File: config.mk
export PLATFORM = sky130hd
export DESIGN_NAME = serial_adder
export DESIGN_NICKNAME = d
export VERILOG_FILES = /design/src/rtl/serial_adder_pkg.sv /design/src/rtl/serial_adder_fulladder.sv /design/src/rtl/serial_adder.sv
export SDC_FILE = /design/constraint.sdc
export NUM_CORES = 1
export LEC_CHECK = 0
export ABC_AREA = 1
export CAP_MARGIN = 10
export CORE_MARGIN = 1
export CORE_UTILIZATION = 43
export DETAILED_ROUTE_END_ITERATION = 16
export GPL_TIMING_DRIVEN = 0
export HOLD_SLACK_MARGIN = 0.05
export PLACE_DENSITY = 0.73
export SETUP_SLACK_MARGIN = 0.05
export SYNTH_ARGS = -nofsm -noshare
export SYNTH_HDL_FRONTEND = slang
export SYNTH_SLANG_ARGS = --single-unit
File: constraint.sdc
create_clock -name clk -period 1.8 [get_ports clk]
set_clock_uncertainty 0.2 [all_clocks]
set_input_delay 0.36 -clock clk [delete_from_list [all_inputs] [get_ports clk]]
set_output_delay 0.36 -clock clk [all_outputs]
set_load 0.005 [all_outputs]
File: src/rtl/serial_adder_pkg.sv
// serial_adder_pkg
//   Shared definitions for the bit-serial adder:
//     - state_t       : FSM encoding (IDLE=0, SHIFT=1)
//     - WIDTH_MIN/MAX : legal operand width range
//     - clog2_min1()  : counter sizing, never narrower than one bit
package serial_adder_pkg;

    typedef enum logic {
        IDLE  = 1'b0,
        SHIFT = 1'b1
    } state_t;

    localparam int WIDTH_MIN = 1;
    localparam int WIDTH_MAX = 32;

    // ceil(log2(v)), clamped to 1 so a WIDTH=1 adder still gets a real counter bit.
    function automatic int clog2_min1(input int v);
        int r;
        r = 0;
        for (int i = 0; i < 32; i++) begin
            if ((64'd1 << i) < 64'(v)) r = i + 1;
        end
        return (r < 1) ? 1 : r;
    endfunction

endpackage

File: src/rtl/serial_adder_fulladder.sv
// serial_adder_fulladder
//   Single-bit full adder cell.
//   Ports:
//     a, b, ci : addend bits and carry-in
//     s        : sum bit
//     co       : carry-out
module serial_adder_fulladder (
    input  logic a,
    input  logic b,
    input  logic ci,
    output logic s,
    output logic co
);

    assign s  = a ^ b ^ ci;
    assign co = (a & b) | (ci & (a ^ b));

endmodule

File: src/rtl/serial_adder.sv
// serial_adder
//   Bit-serial WIDTH-bit adder. Operands are captured on an accepted start,
//   then one bit per clock (LSB first) goes through the full adder cell with
//   the carry held in a flop. {cout,sum} = a + b + cin, valid with the
//   one-cycle done pulse after WIDTH shift edges.
//   Ports:
//     clk, rst_n    : clock, asynchronous active-low reset
//     start         : request an add (only sampled while idle)
//     a, b, cin     : operands and carry-in, captured on the start edge
//     busy          : add in progress
//     done          : one-cycle completion pulse
//     sum, cout     : registered result, held until the next completion
module serial_adder
    import serial_adder_pkg::*;
#(
    parameter int WIDTH = 8
) (
    input  logic             clk,
    input  logic             rst_n,
    input  logic             start,
    input  logic [WIDTH-1:0] a,
    input  logic [WIDTH-1:0] b,
    input  logic             cin,
    output logic             busy,
    output logic             done,
    output logic [WIDTH-1:0] sum,
    output logic             cout
);

    localparam int            CW   = clog2_min1(WIDTH);
    localparam logic [CW-1:0] LAST = CW'(WIDTH - 1);

    state_t           state, state_nxt;
    logic [WIDTH-1:0] a_sr, b_sr, psum, psum_nxt;
    logic             carry;
    logic [CW-1:0]    cnt;
    logic             fa_s, fa_co;
    logic             load, step, last;

    serial_adder_fulladder u_fa (
        .a  (a_sr[0]),
        .b  (b_sr[0]),
        .ci (carry),
        .s  (fa_s),
        .co (fa_co)
    );

    // Partial sum shifts right; the new bit enters at the MSB so that after
    // WIDTH steps the LSB-first stream lands in natural bit order.
    always_comb begin
        psum_nxt            = psum >> 1;
        psum_nxt[WIDTH-1]   = fa_s;
    end

    always_ff @(posedge clk or negedge rst_n) begin
        if (!rst_n) state <= IDLE;
        else        state <= state_nxt;
    end

    always_comb begin
        state_nxt = state;
        load      = 1'b0;
        step      = 1'b0;
        last      = 1'b0;
        case (state)
            IDLE: begin
                if (start) begin
                    load      = 1'b1;
                    state_nxt = SHIFT;
                end
            end
            SHIFT: begin
                step = 1'b1;
                if (cnt == LAST) begin
                    last      = 1'b1;
                    state_nxt = IDLE;
                end
            end
        endcase
    end

    assign busy = (state == SHIFT);

    always_ff @(posedge clk or negedge rst_n) begin
        if (!rst_n) begin
            a_sr  <= '0;
            b_sr  <= '0;
            psum  <= '0;
            carry <= 1'b0;
            cnt   <= '0;
        end else if (load) begin
            a_sr  <= a;
            b_sr  <= b;
            carry <= cin;
            cnt   <= '0;
        end else if (step) begin
            a_sr  <= a_sr >> 1;
            b_sr  <= b_sr >> 1;
            psum  <= psum_nxt;
            carry <= fa_co;
            cnt   <= cnt + CW'(1);
        end
    end

    // Result registers only move on completion, so a new add started in the
    // done cycle leaves the previous result visible until it finishes.
    always_ff @(posedge clk or negedge rst_n) begin
        if (!rst_n) begin
            sum  <= '0;
            cout <= 1'b0;
            done <= 1'b0;
        end else begin
            done <= last;
            if (last) begin
                sum  <= psum_nxt;
                cout <= fa_co;
            end
        end
    end

endmodule

### Word-level counts from Yosys, hierarchy flattened

Cells that the tools add are included.

| operators by class | value |
|---|---|
| bitwise logic cells | 7 |
| muxes and demuxes | 15 |
| add/subtract/negate cells | 1 |
| reductions and logical operators | 2 |
| equality and inequality tests | 1 |

Operators with widths:

| operator | number |
|---|---|
| 8-bit 2-to-1 mux | 4 |
| 1-bit 2-to-1 mux | 8 |
| 3-bit 2-to-1 mux | 2 |
| 3-bit by 1-bit adder with 3-bit output (second input constant) | 1 |
| 3-bit == test (second input constant) | 1 |
| 1-bit bitwise AND | 2 |
| 1-bit inverter | 2 |
| 1-bit case mux with 2 select lines | 1 |
| 2-bit AND reduction | 1 |
| 2-bit nonzero test | 1 |
| 1-bit XOR | 2 |
| 1-bit OR | 1 |

| storage, ports and cells | value |
|---|---|
| bits in registers | 39 |
| output and inout port bits | 11 |
| bits of input ports | 20 |
| logic and storage cells | 35 |

### Logic depth before layout (Yosys ltp)

| logic depth | value |
|---|---|
| word-level depth | 5 |
| depth in mapped cells | 6 |
| mapped depth without buffers | 6 |

### By module

A second synthesis with hierarchy kept.

| second synthesis, totals | value |
|---|---|
| cell total of the unflattened synthesis | 171 |
| area, all modules | 1632.8 um^2 |

By module, submodules not included:

| module | cells an instance | seq. area each (um^2) | area an instance (um^2) | times used |
|---|---|---|---|---|
| serial_adder | 170 | 950.9 | 1612.8 | 1 |
| serial_adder_fulladder | 1 | 0.0 | 20.0 | 1 |

### Least setup slack after synthesis

OpenSTA, ideal clock, no wires.

| timing path | value |
|---|---|
| path type | register to register |
| from | reg cnt[0] |
| to | reg sum[4] |
| arrival time | 1122 ps |
| setup slack | 404 ps |
| setup time | 74 ps |
| path buffers | 1 |
| stages on the path, launching flop included | 7 |
| clock period less this slack | 1396 ps |
| data required time | 1526 ps |
| cells stage by stage | dfrtp_1 -> ha_1 -> ha_1 -> nand2_4 -> buf_6 -> nand2_1 -> o21ai_2 |

| between the ends | value |
|---|---|
| cells in the longest elaborated chain, start to end | 3 |

Ends and longest elaborated chain:

| element | RTL line | source |
|---|---|---|
| from (decl) | serial_adder.sv:36 | `logic [CW-1:0] cnt;` |
| from (signal assigned) | serial_adder.sv:101 | `cnt <= cnt + CW'(1);` |
| 3-bit == test | serial_adder.sv:74 | `if (cnt == LAST) begin` |
| 1-bit 2-to-1 mux | serial_adder.sv:74 |  |
| 1-bit 2-to-1 mux | serial_adder.sv:65 | `case (state)` |
| to (signal assigned) | serial_adder.sv:115 | `sum <= psum_nxt;` |
| to (decl) | serial_adder.sv:26 | `output logic [WIDTH-1:0] sum,` |

No other way between the ends.
A chain may end at the register's enable or synchronous reset.

### Worst setup path after layout

| timing path | value |
|---|---|
| from | reg state (netlist: busy) |
| to | out busy |

RTL lines:

| element | RTL line | source |
|---|---|---|
| from (decl) | serial_adder.sv:33 | `state_t state, state_nxt;` |
| from (signal assigned) | serial_adder.sv:57 | `else state <= state_nxt;` |
| to (decl) | serial_adder.sv:24 | `output logic busy,` |

No word-level cell between the ends.

==> PnR_summary.wiki <==
{| class="wikitable"
! Metric !! Value
|-
| Global routing usage summed across all routing layers || ~18%
|-
| Initial detailed-routing violation count || 65
|-
| Sequential element share of the synthesized area || 58.1%
|-
| Number of nets in the layout || about 230
|-
| Setup repair after global routing missed its margin || false
|-
| Maximum clock path buffer count || 2
|-
| Initial cell density of the core || approximately 45%
|-
| Final Hold Violating Endpoints || 0
|-
| Reg2reg path depth || 6
|-
| Global placer's final weighted congestion || about 0.73
|-
| Post-placement cell count || 248
|-
| Reg2reg end || sum[4]
|-
| Remaining Overflow, GRT || 0
|-
| Maximum VDD drop || roughly 480 uV
|-
| Maximum net fanout on the critical path || 2
|-
| Yosys top cell area share || between 50 and 60%
|-
| Largest cells by area after synthesis || sky130_fd_sc_hd__dfrtp_1 58%, sky130_fd_sc_hd__nand2_1 14%, sky130_fd_sc_hd__nand3_1 9.8%
|-
| H-tree depth reported by CTS || 2
|-
| Critical Path RT || around 1.2 ns
|-
| Top_reg_cell synth || sky130_fd_sc_hd__dfrtp_1
|-
| Clk sink count || 38
|-
| Number of I/O port buffers || 29
|-
| Crit path DAT || approximately 1.2 ns
|-
| Length of the first detailed-routing pass in iterations || 4
|-
| Area added between synthesis and finish || 26.8%
|-
| Area of the mapped netlist || roughly 1600 um^2
|-
| Die Ht || 63.7 um
|-
| Area occupied by multi-input gates || approximately 560 um^2
|-
| Setup slack after placement || between 0.2 and 0.3 ns
|-
| Antenna violations before repair || 0
|-
| Reg2Reg Setup Slack || about 0.30 ns
|-
| I/O pins || 31
|-
| Count of nets left with antenna violations after detail routing || 0
|-
| Final non-filler cell total || between 200 and 300
|-
| Endpoint with the worst hold slack || b_sr[4]
|-
| Sum of buffers and inverters on the critical path || 1
|-
| Total via count in the routed design || ~1300
|-
| Final max-slew violation count || 0
|-
| Worst hold-check path type || in -> reg
|-
| Die Footprint || approximately 4100 um^2
|-
| Worst hold margin || ~0.18 ns
|-
| Per-cell routed wire length || around 12 um
|-
| Start-to-end type of the worst setup path || reg -> out
|-
| Crit-path slowest cell || sky130_fd_sc_hd__clkdlybuf4s50_1
|-
| Number of enable-type register cells in the synthesized netlist || 0
|-
| Number of instances in the synthesized netlist || 171
|-
| Total half-perimeter wirelength after legalization and detailed placement || 2090 um
|-
| Maxcap violations || 0
|-
| Final worst path period need || roughly 1.7 ns
|-
| Number of vias per cell || ~5
|-
| Total DRC errors in the routed layout || 0
|-
| Clock-pin slew on the worst setup and hold paths || around 0.070 ns
|-
| Via count of the first global-routing pass || 1198
|-
| Setup crit start kind || flip-flop
|-
| Final setup TNS || 0 ns
|-
| Fraction of final layout cells sized beyond drive strength 1 || 12.9%
|-
| Critical path's top delay family || buffers and inverters
|-
| Number of buffers created by CTS || 5
|-
| Wire length of the first global-routing pass || approximately 5500 um
|-
| Critical Path Max Stage Delay || ~0.50 ns
|-
| Pwr/cell area || ~1500 nW/um^2
|-
| Count of fill cells added during filler insertion || between 300 and 400
|-
| Reg-to-Reg Start || cnt[0]
|-
| Endpoint type of the worst setup path || output pin
|-
| Slack of the critical path || 0.0892 ns
|-
| Fin crit share || a little over nine tenths
|-
| Clk Tree Root Cell || sky130_fd_sc_hd__clkbuf_8
|-
| Lkg Pwr || 1.00 nW
|-
| Count leader, synth || sky130_fd_sc_hd__nand2_1
|-
| Highest clock rate || 585 MHz
|-
| Placeable core region || between 3000 and 4000 um^2
|-
| Pin count of the biggest net entering global routing || 39
|-
| Mean instance size in the synthesized netlist || between 9 and 10 um^2
|-
| Run status || finished, final reports clean
|-
| Insertion delay of the later-clocked pin in the worst-skew pair || approximately 0.29 ns
|-
| Std-Cell Rows || 22
|-
| Number of synthesis warnings || 0
|-
| HP Start || start
|-
| Die X-Extent || 63.7 um
|-
| Synth async-reset ratio || 100%
|-
| Number of flip-flops and latches in the synthesized netlist || 38
|-
| Count of antenna diodes in the layout || 0
|-
| Cell taking the most area after synthesis || sky130_fd_sc_hd__dfrtp_1
|-
| Slew headroom || ~45%
|-
| Sequential standard cell area || 951 um^2
|-
| CTS tree || built
|-
| Ranking of synthesized cells by instance count || 61 x sky130_fd_sc_hd__nand2_1, 38 x sky130_fd_sc_hd__dfrtp_1, 32 x sky130_fd_sc_hd__nand3_1
|-
| Cells traversed along the worst timing path || clkdlybuf4s50_1
|-
| Net count of the mapped netlist || about 190
|-
| Gates resized, CTS repair || 0
|-
| Number of distinct library cells after synthesis || 15
|-
| Transition time at the pin with the least slew margin || ~0.83 ns
|-
| Number of setup violations in the final report || 0
|-
| Total detailed-routing wirelength || a little over 3000 um
|-
| Power, Total || slightly above 3 mW
|-
| Depth of the worst hold-timing path || 3
|}
## flip-flops by register name, indices dropped and copies added, names as in the netlist
signal and cells:
a_sr 8, b_sr 8, sum 8, psum 7, cnt 3, busy 1, carry 1, cout 1
done 1
## worst max path at each step
stage	slack (ns)	cells after the start	end	start
floorplan	0.40	6	sum[4]	cnt[0]
global placement	-0.72	1	b_sr[2]	rst_n
detailed placement	0.29	6	sum[4]	cnt[0]
CTS	0.06	1	busy	busy
global route	0.05	1	sum[3]	sum[3]
finish	0.09	1	busy	busy
## layout make-up
class / count / area share, %
Timing Repair Buffer: 31 / 14.6
Inverter: 9 / 1.75
Clock buffer: 7 / 3.68
Multi-Input combinational cell: 114 / 27.1
Buffer: 10 / 4.22
Sequential cell: 38 / 45.8
Tap cell: 48 / 2.89
## placed cells by master (no fill, tap or decap)
cell	synthesis	layout
sky130_fd_sc_hd__nand3_1	32	32
sky130_fd_sc_hd__nor2_1	1	1
sky130_fd_sc_hd__buf_6	6	6
sky130_fd_sc_hd__nand2_1	61	61
sky130_fd_sc_hd__o21ai_2	7	7
sky130_fd_sc_hd__ha_1	2	2
sky130_fd_sc_hd__inv_4	1	1
sky130_fd_sc_hd__dfrtp_1	38	38
sky130_fd_sc_hd__inv_1	8	8
sky130_fd_sc_hd__nor2_4	1	1
sky130_fd_sc_hd__clkbuf_8	0	5
sky130_fd_sc_hd__dlygate4sd3_1	0	1
sky130_fd_sc_hd__o21ai_1	1	1
sky130_fd_sc_hd__buf_2	4	5
sky130_fd_sc_hd__clkdlybuf4s50_1	0	28
sky130_fd_sc_hd__fa_1	1	1
sky130_fd_sc_hd__o21ai_0	7	7
sky130_fd_sc_hd__clkbuf_1	0	2
sky130_fd_sc_hd__buf_4	0	1
sky130_fd_sc_hd__nand2_4	1	1
## per-stage QoR
step	util, %	instance area (um^2)
final	56.7	2080
after global routing	56.7	2080
after CTS	56.5	2070
after detailed placement	54.1	1980
after global placement	54.3	1990
after floorplan	-	1640
## layer usage
| metal | global-route usage (%) | share of wire (%) | vias to the layer above |
|---|---|---|---|
| met3 | 4.35 | 4.0 | 8 |
| met4 | 8.52 | 2.2 | 0 |
| li1 | - | - | 623 |
| met1 | 22.3 | 47 | 586 |
| met5 | 0 | 0 | - |
| met2 | 29.1 | 47 | 35 |
## cell families (layout without fill, tap and decap cells)
group           count (synthesis)  after routing  synth area share, %
buf+inv                        19             57                 7.57
fa+ha+maj                       3              3                 2.75
compound gates                 15             15                 6.19
simple gates                   96             96                 25.4
flops                          38             38                 58.1
## tightest hold or removal path, stage by stage
cell and delay (ns):
sky130_fd_sc_hd__buf_6 0.12, sky130_fd_sc_hd__nand3_1 0.08, sky130_fd_sc_hd__nand3_1 0.06
## repair_timing
item                                    CTS  global route
hold buffers                              1             0
buffers inserted                          0             1
endpoints found under the setup margin    0             1
endpoints found under the hold margin    38             0
## where the power goes
part	total (mW)	internal (mW)	switching [mW]	leakage (nW)
logic	1.21	0.579	0.629	0.469
clock network	0.540	0.266	0.274	0.0383
registers	1.37	1.20	0.173	0.494
total	3.12	2.04	1.08	1.00
Power figures use the tool's default switching activity.
